==> src/rtl/conv_pkg.sv <==
// conv_pkg: shared types and helpers for the convolution layer engine.
//   conv_state_e : engine sequencing states
//   conv_out_dim : output extent of a padded, strided convolution
//   conv_addr_w  : index/address width for a range of n entries (minimum 1)
package conv_pkg;

  typedef enum logic [2:0] {
    IDLE     = 3'd0,
    BIAS     = 3'd1,
    MAC      = 3'd2,
    DRAIN    = 3'd3,
    OUT      = 3'd4,
    DONE     = 3'd5,
    WAIT_LOW = 3'd6
  } conv_state_e;

  function automatic int conv_out_dim(input int in, input int k, input int pad, input int stride);
    return (in + 2 * pad - k) / stride + 1;
  endfunction

  function automatic int conv_addr_w(input int n);
    return (n <= 1) ? 1 : $clog2(n);
  endfunction

endpackage

==> src/rtl/conv_mac_acc.sv <==
// conv_mac_acc: accumulator datapath of the convolution engine.
//   load      : acc <= sign-extended bias_data (first MAC cycle of a pixel)
//   accum     : acc += fmap_data * wgt_data, gated to zero when tap_ok = 0
//   capture   : register the post-processed next accumulator value as result
//   result    : DATA_W pixel value (saturated or wrapped, then optional ReLU)
// Build option: CONV_LAYER_ENGINE_SAT_EN selects saturation instead of wrap.
module conv_mac_acc #(
  parameter int DATA_W = 32,
  parameter int WGT_W  = 8,
  parameter int ACC_W  = 48,
  parameter int RELU   = 1
) (
  input  logic                     clk,
  input  logic                     reset,
  input  logic                     load,
  input  logic                     accum,
  input  logic                     tap_ok,
  input  logic                     capture,
  input  logic signed [DATA_W-1:0] bias_data,
  input  logic signed [DATA_W-1:0] fmap_data,
  input  logic signed [WGT_W-1:0]  wgt_data,
  output logic        [DATA_W-1:0] result
);

  logic signed [DATA_W+WGT_W-1:0] prod;
  logic signed [ACC_W-1:0]        acc;
  logic signed [ACC_W-1:0]        acc_nxt;
  logic        [DATA_W-1:0]       sat_val;
  logic        [DATA_W-1:0]       res_nxt;

  assign prod = fmap_data * wgt_data;

  always_comb begin
    acc_nxt = acc;
    if (load)
      acc_nxt = ACC_W'(bias_data);
    else if (accum && tap_ok)
      acc_nxt = acc + ACC_W'(prod);
  end

`ifdef CONV_LAYER_ENGINE_SAT_EN
  localparam logic signed [ACC_W-1:0] SAT_MAX = ACC_W'({1'b0, {(DATA_W-1){1'b1}}});
  localparam logic signed [ACC_W-1:0] SAT_MIN = ~SAT_MAX;

  always_comb begin
    if (acc_nxt > SAT_MAX)
      sat_val = SAT_MAX[DATA_W-1:0];
    else if (acc_nxt < SAT_MIN)
      sat_val = SAT_MIN[DATA_W-1:0];
    else
      sat_val = acc_nxt[DATA_W-1:0];
  end
`else
  assign sat_val = acc_nxt[DATA_W-1:0];
`endif

  always_comb begin
    res_nxt = sat_val;
    if (RELU != 0 && sat_val[DATA_W-1])
      res_nxt = '0;
  end

  // result is taken from acc_nxt so it is ready the cycle the last tap lands
  always_ff @(posedge clk or negedge reset) begin
    if (!reset) begin
      acc    <= '0;
      result <= '0;
    end else begin
      acc <= acc_nxt;
      if (capture)
        result <= res_nxt;
    end
  end

endmodule

==> src/rtl/conv_layer_engine.sv <==
// conv_layer_engine: memory-fed 2D convolution layer, one MAC per cycle.
//   start/busy/done         : layer control
//   fmap/wgt/bias rd ports  : synchronous reads, data one cycle after strobe
//   out_valid/out_ready     : one output pixel per handshake, with
//                             out_data/out_ch/out_row/out_col
// Build option: CONV_LAYER_ENGINE_SAT_EN (saturate instead of wrap, see
// conv_mac_acc).
//
// state    | meaning
// IDLE     | waiting for start
// BIAS     | bias read strobe for filter f
// MAC      | N_TAPS cycles, tap t issued in MAC cycle t
// DRAIN    | last tap product lands in the accumulator
// OUT      | pixel presented, held until out_ready
// DONE     | one-cycle done pulse
// WAIT_LOW | wait for start to drop before re-arming
module conv_layer_engine
  import conv_pkg::*;
#(
  parameter int IN_CH  = 16,
  parameter int OUT_CH = 32,
  parameter int IN_H   = 14,
  parameter int IN_W   = 14,
  parameter int K      = 3,
  parameter int PAD    = 1,
  parameter int STRIDE = 1,
  parameter int DATA_W = 32,
  parameter int WGT_W  = 8,
  parameter int ACC_W  = 48,
  parameter int RELU   = 1,
  localparam int OUT_H = conv_out_dim(IN_H, K, PAD, STRIDE),
  localparam int OUT_W = conv_out_dim(IN_W, K, PAD, STRIDE),
  localparam int FM_AW = conv_addr_w(IN_CH * IN_H * IN_W),
  localparam int WG_AW = conv_addr_w(OUT_CH * IN_CH * K * K),
  localparam int CH_W  = conv_addr_w(OUT_CH),
  localparam int ROW_W = conv_addr_w(OUT_H),
  localparam int COL_W = conv_addr_w(OUT_W)
) (
  input  logic              clk,
  input  logic              reset,
  input  logic              start,
  output logic              busy,
  output logic              done,
  output logic              fmap_rd_en,
  output logic [FM_AW-1:0]  fmap_rd_addr,
  input  logic [DATA_W-1:0] fmap_rd_data,
  output logic              wgt_rd_en,
  output logic [WG_AW-1:0]  wgt_rd_addr,
  input  logic [WGT_W-1:0]  wgt_rd_data,
  output logic              bias_rd_en,
  output logic [CH_W-1:0]   bias_rd_addr,
  input  logic [DATA_W-1:0] bias_rd_data,
  output logic              out_valid,
  input  logic              out_ready,
  output logic [DATA_W-1:0] out_data,
  output logic [CH_W-1:0]   out_ch,
  output logic [ROW_W-1:0]  out_row,
  output logic [COL_W-1:0]  out_col
);

  localparam int N_TAPS = IN_CH * K * K;
  localparam int TAP_W  = conv_addr_w(N_TAPS);
  localparam int IC_W   = conv_addr_w(IN_CH);
  localparam int KI_W   = conv_addr_w(K);

  conv_state_e      state;
  logic [CH_W-1:0]  f;
  logic [ROW_W-1:0] oy;
  logic [COL_W-1:0] ox;
  logic [IC_W-1:0]  tc;
  logic [KI_W-1:0]  tm;
  logic [KI_W-1:0]  tn;
  logic [TAP_W-1:0] mac_left;
  logic             first_mac;
  logic             tap_live;

  int               iy;
  int               ix;
  logic             tap_inb;
  logic [FM_AW-1:0] fm_addr_c;
  logic [WG_AW-1:0] wg_addr_c;
  logic             last_tn, last_tm;
  logic             last_f, last_oy, last_ox, last_pix;
  logic [CH_W-1:0]  f_nxt;
  logic [ROW_W-1:0] oy_nxt;
  logic [COL_W-1:0] ox_nxt;
  logic             issue;

  // tc/tm/tn always name the tap whose strobe is registered on this edge
  always_comb begin
    iy        = int'(oy) * STRIDE + int'(tm) - PAD;
    ix        = int'(ox) * STRIDE + int'(tn) - PAD;
    tap_inb   = (iy >= 0) && (iy < IN_H) && (ix >= 0) && (ix < IN_W);
    fm_addr_c = FM_AW'(int'(tc) * IN_H * IN_W + iy * IN_W + ix);
    wg_addr_c = WG_AW'(((int'(f) * IN_CH + int'(tc)) * K + int'(tm)) * K + int'(tn));
    last_tn   = (tn == KI_W'(K - 1));
    last_tm   = (tm == KI_W'(K - 1));
    last_f    = (f  == CH_W'(OUT_CH - 1));
    last_oy   = (oy == ROW_W'(OUT_H - 1));
    last_ox   = (ox == COL_W'(OUT_W - 1));
    last_pix  = last_f && last_oy && last_ox;
    ox_nxt    = last_ox ? '0 : ox + 1'b1;
    oy_nxt    = last_ox ? (last_oy ? '0 : oy + 1'b1) : oy;
    f_nxt     = (last_ox && last_oy) ? (last_f ? '0 : f + 1'b1) : f;
    issue     = (state == BIAS) || ((state == MAC) && (mac_left != '0));
  end

  always_ff @(posedge clk or negedge reset) begin
    if (!reset) begin
      state        <= IDLE;
      busy         <= 1'b0;
      done         <= 1'b0;
      fmap_rd_en   <= 1'b0;
      fmap_rd_addr <= '0;
      wgt_rd_en    <= 1'b0;
      wgt_rd_addr  <= '0;
      bias_rd_en   <= 1'b0;
      bias_rd_addr <= '0;
      out_valid    <= 1'b0;
      out_ch       <= '0;
      out_row      <= '0;
      out_col      <= '0;
      f            <= '0;
      oy           <= '0;
      ox           <= '0;
      tc           <= '0;
      tm           <= '0;
      tn           <= '0;
      mac_left     <= '0;
      first_mac    <= 1'b0;
      tap_live     <= 1'b0;
    end else begin
      done       <= 1'b0;
      bias_rd_en <= 1'b0;
      wgt_rd_en  <= 1'b0;
      fmap_rd_en <= 1'b0;
      first_mac  <= (state == BIAS);
      // fmap_rd_en delayed one cycle marks whether the data now on
      // fmap_rd_data belongs to a real (unpadded) tap
      tap_live   <= fmap_rd_en;

      if (issue) begin
        wgt_rd_en   <= 1'b1;
        wgt_rd_addr <= wg_addr_c;
        fmap_rd_en  <= tap_inb;
        if (tap_inb)
          fmap_rd_addr <= fm_addr_c;
        if (last_tn) begin
          tn <= '0;
          if (last_tm) begin
            tm <= '0;
            tc <= tc + 1'b1;
          end else begin
            tm <= tm + 1'b1;
          end
        end else begin
          tn <= tn + 1'b1;
        end
      end

      case (state)
        IDLE: begin
          if (start) begin
            f            <= '0;
            oy           <= '0;
            ox           <= '0;
            tc           <= '0;
            tm           <= '0;
            tn           <= '0;
            busy         <= 1'b1;
            bias_rd_en   <= 1'b1;
            bias_rd_addr <= '0;
            state        <= BIAS;
          end
        end
        BIAS: begin
          mac_left <= TAP_W'(N_TAPS - 1);
          state    <= MAC;
        end
        MAC: begin
          if (mac_left == '0)
            state <= DRAIN;
          else
            mac_left <= mac_left - 1'b1;
        end
        DRAIN: begin
          out_valid <= 1'b1;
          out_ch    <= f;
          out_row   <= oy;
          out_col   <= ox;
          state     <= OUT;
        end
        OUT: begin
          if (out_ready) begin
            out_valid <= 1'b0;
            if (last_pix) begin
              busy  <= 1'b0;
              done  <= 1'b1;
              state <= DONE;
            end else begin
              f            <= f_nxt;
              oy           <= oy_nxt;
              ox           <= ox_nxt;
              tc           <= '0;
              tm           <= '0;
              tn           <= '0;
              bias_rd_en   <= 1'b1;
              bias_rd_addr <= f_nxt;
              state        <= BIAS;
            end
          end
        end
        DONE: state <= WAIT_LOW;
        WAIT_LOW: begin
          if (!start)
            state <= IDLE;
        end
        default: state <= IDLE;
      endcase
    end
  end

  conv_mac_acc #(
    .DATA_W(DATA_W),
    .WGT_W (WGT_W),
    .ACC_W (ACC_W),
    .RELU  (RELU)
  ) u_mac (
    .clk      (clk),
    .reset    (reset),
    .load     ((state == MAC) && first_mac),
    .accum    (((state == MAC) && !first_mac) || (state == DRAIN)),
    .tap_ok   (tap_live),
    .capture  (state == DRAIN),
    .bias_data(bias_rd_data),
    .fmap_data(fmap_rd_data),
    .wgt_data (wgt_rd_data),
    .result   (out_data)
  );

endmodule
==> config.mk <==
export PLATFORM = sky130hd
export DESIGN_NAME = conv_layer_engine
export DESIGN_NICKNAME = d
export VERILOG_FILES = /design/src/rtl/conv_pkg.sv /design/src/rtl/conv_mac_acc.sv /design/src/rtl/conv_layer_engine.sv
export SDC_FILE = /design/constraint.sdc
export NUM_CORES = 1
export LEC_CHECK = 0
export CAP_MARGIN = 40
export CORE_UTILIZATION = 60
export CTS_CLUSTER_DIAMETER = 50
export DETAILED_ROUTE_END_ITERATION = 16
export PLACE_DENSITY = 0.83
export SYNTH_ARGS = -nofsm -noshare
export SYNTH_HDL_FRONTEND = slang
export SYNTH_SLANG_ARGS = --single-unit
export TNS_END_PERCENT = 20
==> constraint.sdc <==
create_clock -name clk -period 6.3 [get_ports clk]
set_clock_uncertainty 0.05 [all_clocks]
set_input_delay 1.26 -clock clk [delete_from_list [all_inputs] [get_ports clk]]
set_output_delay 1.26 -clock clk [all_outputs]
set_load 0.05 [all_outputs]
==> summary.md <==
| Metric | Value |
|---|---|
| Run status | `complete, no violations` |
| Most common cell after layout, fill and taps aside | `inv_1` |
| Crit. End Element | `flip-flop` |
| Period utilization | `between 90% and 100%` |
| Synth Area in XOR/XNOR | `under 10%` |
| Hold crit path type | `flip-flop to flip-flop` |
| PortBufs | `roughly 160` |
| Post-route ant nets | `0` |
| Drt via density | `roughly 5.6` |
| Mapped Nets | `2182` |
| Drt pass-1 iters | `5` |
| Initial antenna violation count | `0` |
| Critical Path Fanout Max | `11` |
| Gp weighted congestion | `about 0.95` |
| Die Area | `about 0.028 sq mm` |
| CTS sink cnt | `about 140` |
| Avg WL per Cell | `18.6 um` |
| Mux cell area share after synthesis | `1.68%` |
| Post-synth ARST share | `between 90% and 100%` |
| Synth Area in Compound Gates | `12.2%` |
| Most common flop cell mapped by yosys | `dfrtp_1` |
| Die width | `169 um` |
| EDFF count, synth | `0` |
| Starting Density | `approximately 61%` |
| Sequential cell area | `between 0.003 and 0.004 sq mm` |
| Footprint of the multi-input gates | `between 0.01 and 0.015 sq mm` |
| H-tree Lvls | `4` |
| Setup WS pre-CTS | `-0.741 ns` |
| Setup Viol. Count Final | `0` |
| Clock buffer depth | `2` |
| Core ar. | `approximately 0.027 sq mm` |
| Via Count | `between 10k and 15k` |
| Startpoint of the worst hold path | `fmap_rd_en` |
| CTS clk-pin slew, worst paths | `about 0.07 ns` |
| FF+latch count, synth | `around 140` |
| Max_cap viols | `0` |
| Reg2Reg Launch Point | `oy[1]` |
| Die Y | `about 170 um` |
| Slew headroom | `between 40% and 50%` |
| Later-pin clock latency in the skew report | `between 0.4 and 0.5 ns` |
| Final wirelength | `between 40000 and 50000 um` |
| Worst Max-Slew Pin Slew | `between 0.7 and 0.8 ns` |
| Area delta synth->final | `24.9%` |
| Main combinational cell family by area after synthesis | `adder cells` |
| Worst Setup SP | `fmap_rd_data[9]` |
| Fin nets | `between 2k and 2.5k` |
| Total CTS buffers | `17` |
| Synth Area in Simple Gates | `around 15%` |
| Final hold violations | `0` |
| Max Freq | `0.160 GHz` |
| Vias in the first global route | `around 14k` |
| Share of cells above drive strength 1 | `around 16%` |
| Synthesized area per cell | `9.63 sq um` |
| Yosys cell types | `around 80` |
| Slew Viols, Final | `0` |
| Register area share after synthesis | `about a fifth` |
| CP required | `between 6 and 7 ns` |
| Number of fill cells | `~1.8k` |
| RSZ-0062 raised after global routing | `yes` |
| Setup crit start kind | `input port` |
| CTS tree | `done` |
| Root buffer cell | `clkbuf_16` |
| Post-Synth Adder-Cell Area | `a little under two fifths` |
| Ant. Diodes | `0` |
| Global-route wire length before repair | `between 70000 and 80000 um` |
| Min cycle time layout | `6.24 ns` |
| Post-detailed-placement half-perimeter wirelength | `~34000 um` |
| Syn Inst Count | `around 1.7k` |
| Setup ws final | `around 0.056 ns` |
| Largest net degree at the start of global routing | `a little under 90` |
| Grt total ovfl | `0` |
| Top Ports | `157` |
| YS warnings | `0` |
| Synthesized cell area | `around 0.017 sq mm` |
| FP Rows | `60` |
| Most frequent cells in the layout | `248 x inv_1, 212 x fa_1, 189 x nand2_1` |
| CP arrival | `approximately 6.5 ns` |
| Drt drc | `0` |
| Crit Path Class | `input port to flip-flop` |
| Total GRT Usage | `between 30% and 40%` |
| First DRT Iteration DRCs | `approximately 900` |
-- cells by family (layout without fill, tap and decap cells) --
logic type,Yosys count,in the layout
AOI/OAI and AO/OA,278,278
xor gates and xnor gates,82,82
adders and majority gates,376,376
buffers and inverters,305,605
DFF,141,141
muxes,26,26
other,1,1
and+or+nand+nor,521,521
-- synth_stat cells, types with 6 or more instances --
master	count	area [sq um]
dfrtp_1	141	3530
o21ai_0	52	260
a31oi_1	6	37.5
and3_1	10	62.6
a21o_1	22	165
xor2_1	25	219
nor2_1	90	338
nor3_1	19	95.1
buf_2	7	35.0
a21oi_1	68	340
and2_1	139	870
ha_1	159	1990
a221oi_1	10	87.6
o21bai_1	9	67.6
fa_1	217	4340
xnor2_1	57	499
clkbuf_1	40	150
o211ai_1	6	45.0
nand2b_1	16	100
o21a_1	14	105
inv_1	250	938
nand3_1	17	85.1
nor2b_1	10	62.6
mux2_2	15	169
o31ai_2	31	388
mux2i_1	11	110
nand2_1	191	717
-- repair_timing --
| item | CTS | global route |
|---|---|---|
| setup endpoints to repair | 42 | 44 |
| hold buffers | 0 | 0 |
| setup buffers | 1 | 15 |
| gates resized for setup | 52 | 74 |
| cloned | 3 | 3 |
| pin swaps | 13 | 64 |
-- critical path, stage by stage --
cell and delay (ns):
dlygate4sd2_1 0.35, buf_4 0.19, nand2_1 0.09, fa_1 0.53, inv_1 0.07, fa_1 0.49, fa_1 0.54, fa_1 0.50
ha_1 0.30, ha_1 0.33, a21o_1 0.21, o211ai_1 0.28, nand2_2 0.10, a2111o_1 0.46, a21oi_2 0.20, nor3b_4 0.07
buf_6 0.15, buf_12 0.15, o31ai_2 0.25
-- layer usage --
layer	GRT usage, %	wire (um)	up-vias
met5	0	0	-
met4	10.4	1570	0
met3	5.14	2530	112
met2	57.1	22900	465
met1	40.1	17600	6744
li1	-	-	6170
-- registers in the layout (all words and copies together), names as in the netlist, 2 cells and up --
name / flops
out_row: 4
out_ch: 5
fmap_rd_addr: 12
state: 3
out_col: 4
oy: 4
tm: 2
mac_left: 8
f: 5
ox: 4
wgt_rd_addr: 13
u_mac.result: 31
tc: 4
u_mac.acc: 32
tn: 2
-- metrics by stage --
| stage | TNS [ns] | hold WS [ns] | instances | utilization [%] | area [sq um] |
|---|---|---|---|---|---|
| 2_1_floorplan | 0 | 0.412 | 1730 | - | 16700 |
| 3_3_place_gp | -26.76 | 0.380 | 2348 | 72.4 | 19600 |
| 3_5_place_dp | -29.06 | 0.384 | 2350 | 72.5 | 19700 |
| 4_1_cts | 0 | 0.409 | 2386 | 75.4 | 20400 |
| 5_1_grt | -1.00 | 0.419 | 2402 | 76.8 | 20800 |
| 6_report | 0 | 0.416 | 2402 | 76.8 | 20800 |
-- final cells by class --
class | instances | share of cell area [%]
clock buffer | 17 | 2.04
clock inverter | 15 | 0.980
inverter | 251 | 4.53
multi-input combinational | 1284 | 59.0
sequential | 141 | 17.0
tap | 372 | 2.24
timing repair buffer | 322 | 14.2
-- final timing paths --
kind                                    end  slack [ns]  depth (start not counted)
min                                tap_live        0.42                          0
min in group asynchronous  fmap_rd_addr[10]        0.86                          1
min reg2reg                        tap_live        0.42                          0
max reg2reg                 fmap_rd_addr[9]        0.63                         19
max                        u_mac.result[10]        0.06                         19
max in group asynchronous         out_ch[2]        4.12                          2
Power is not shown: default switching activity piles up to over one toggle a cycle in this logic, so the estimate is an artifact.
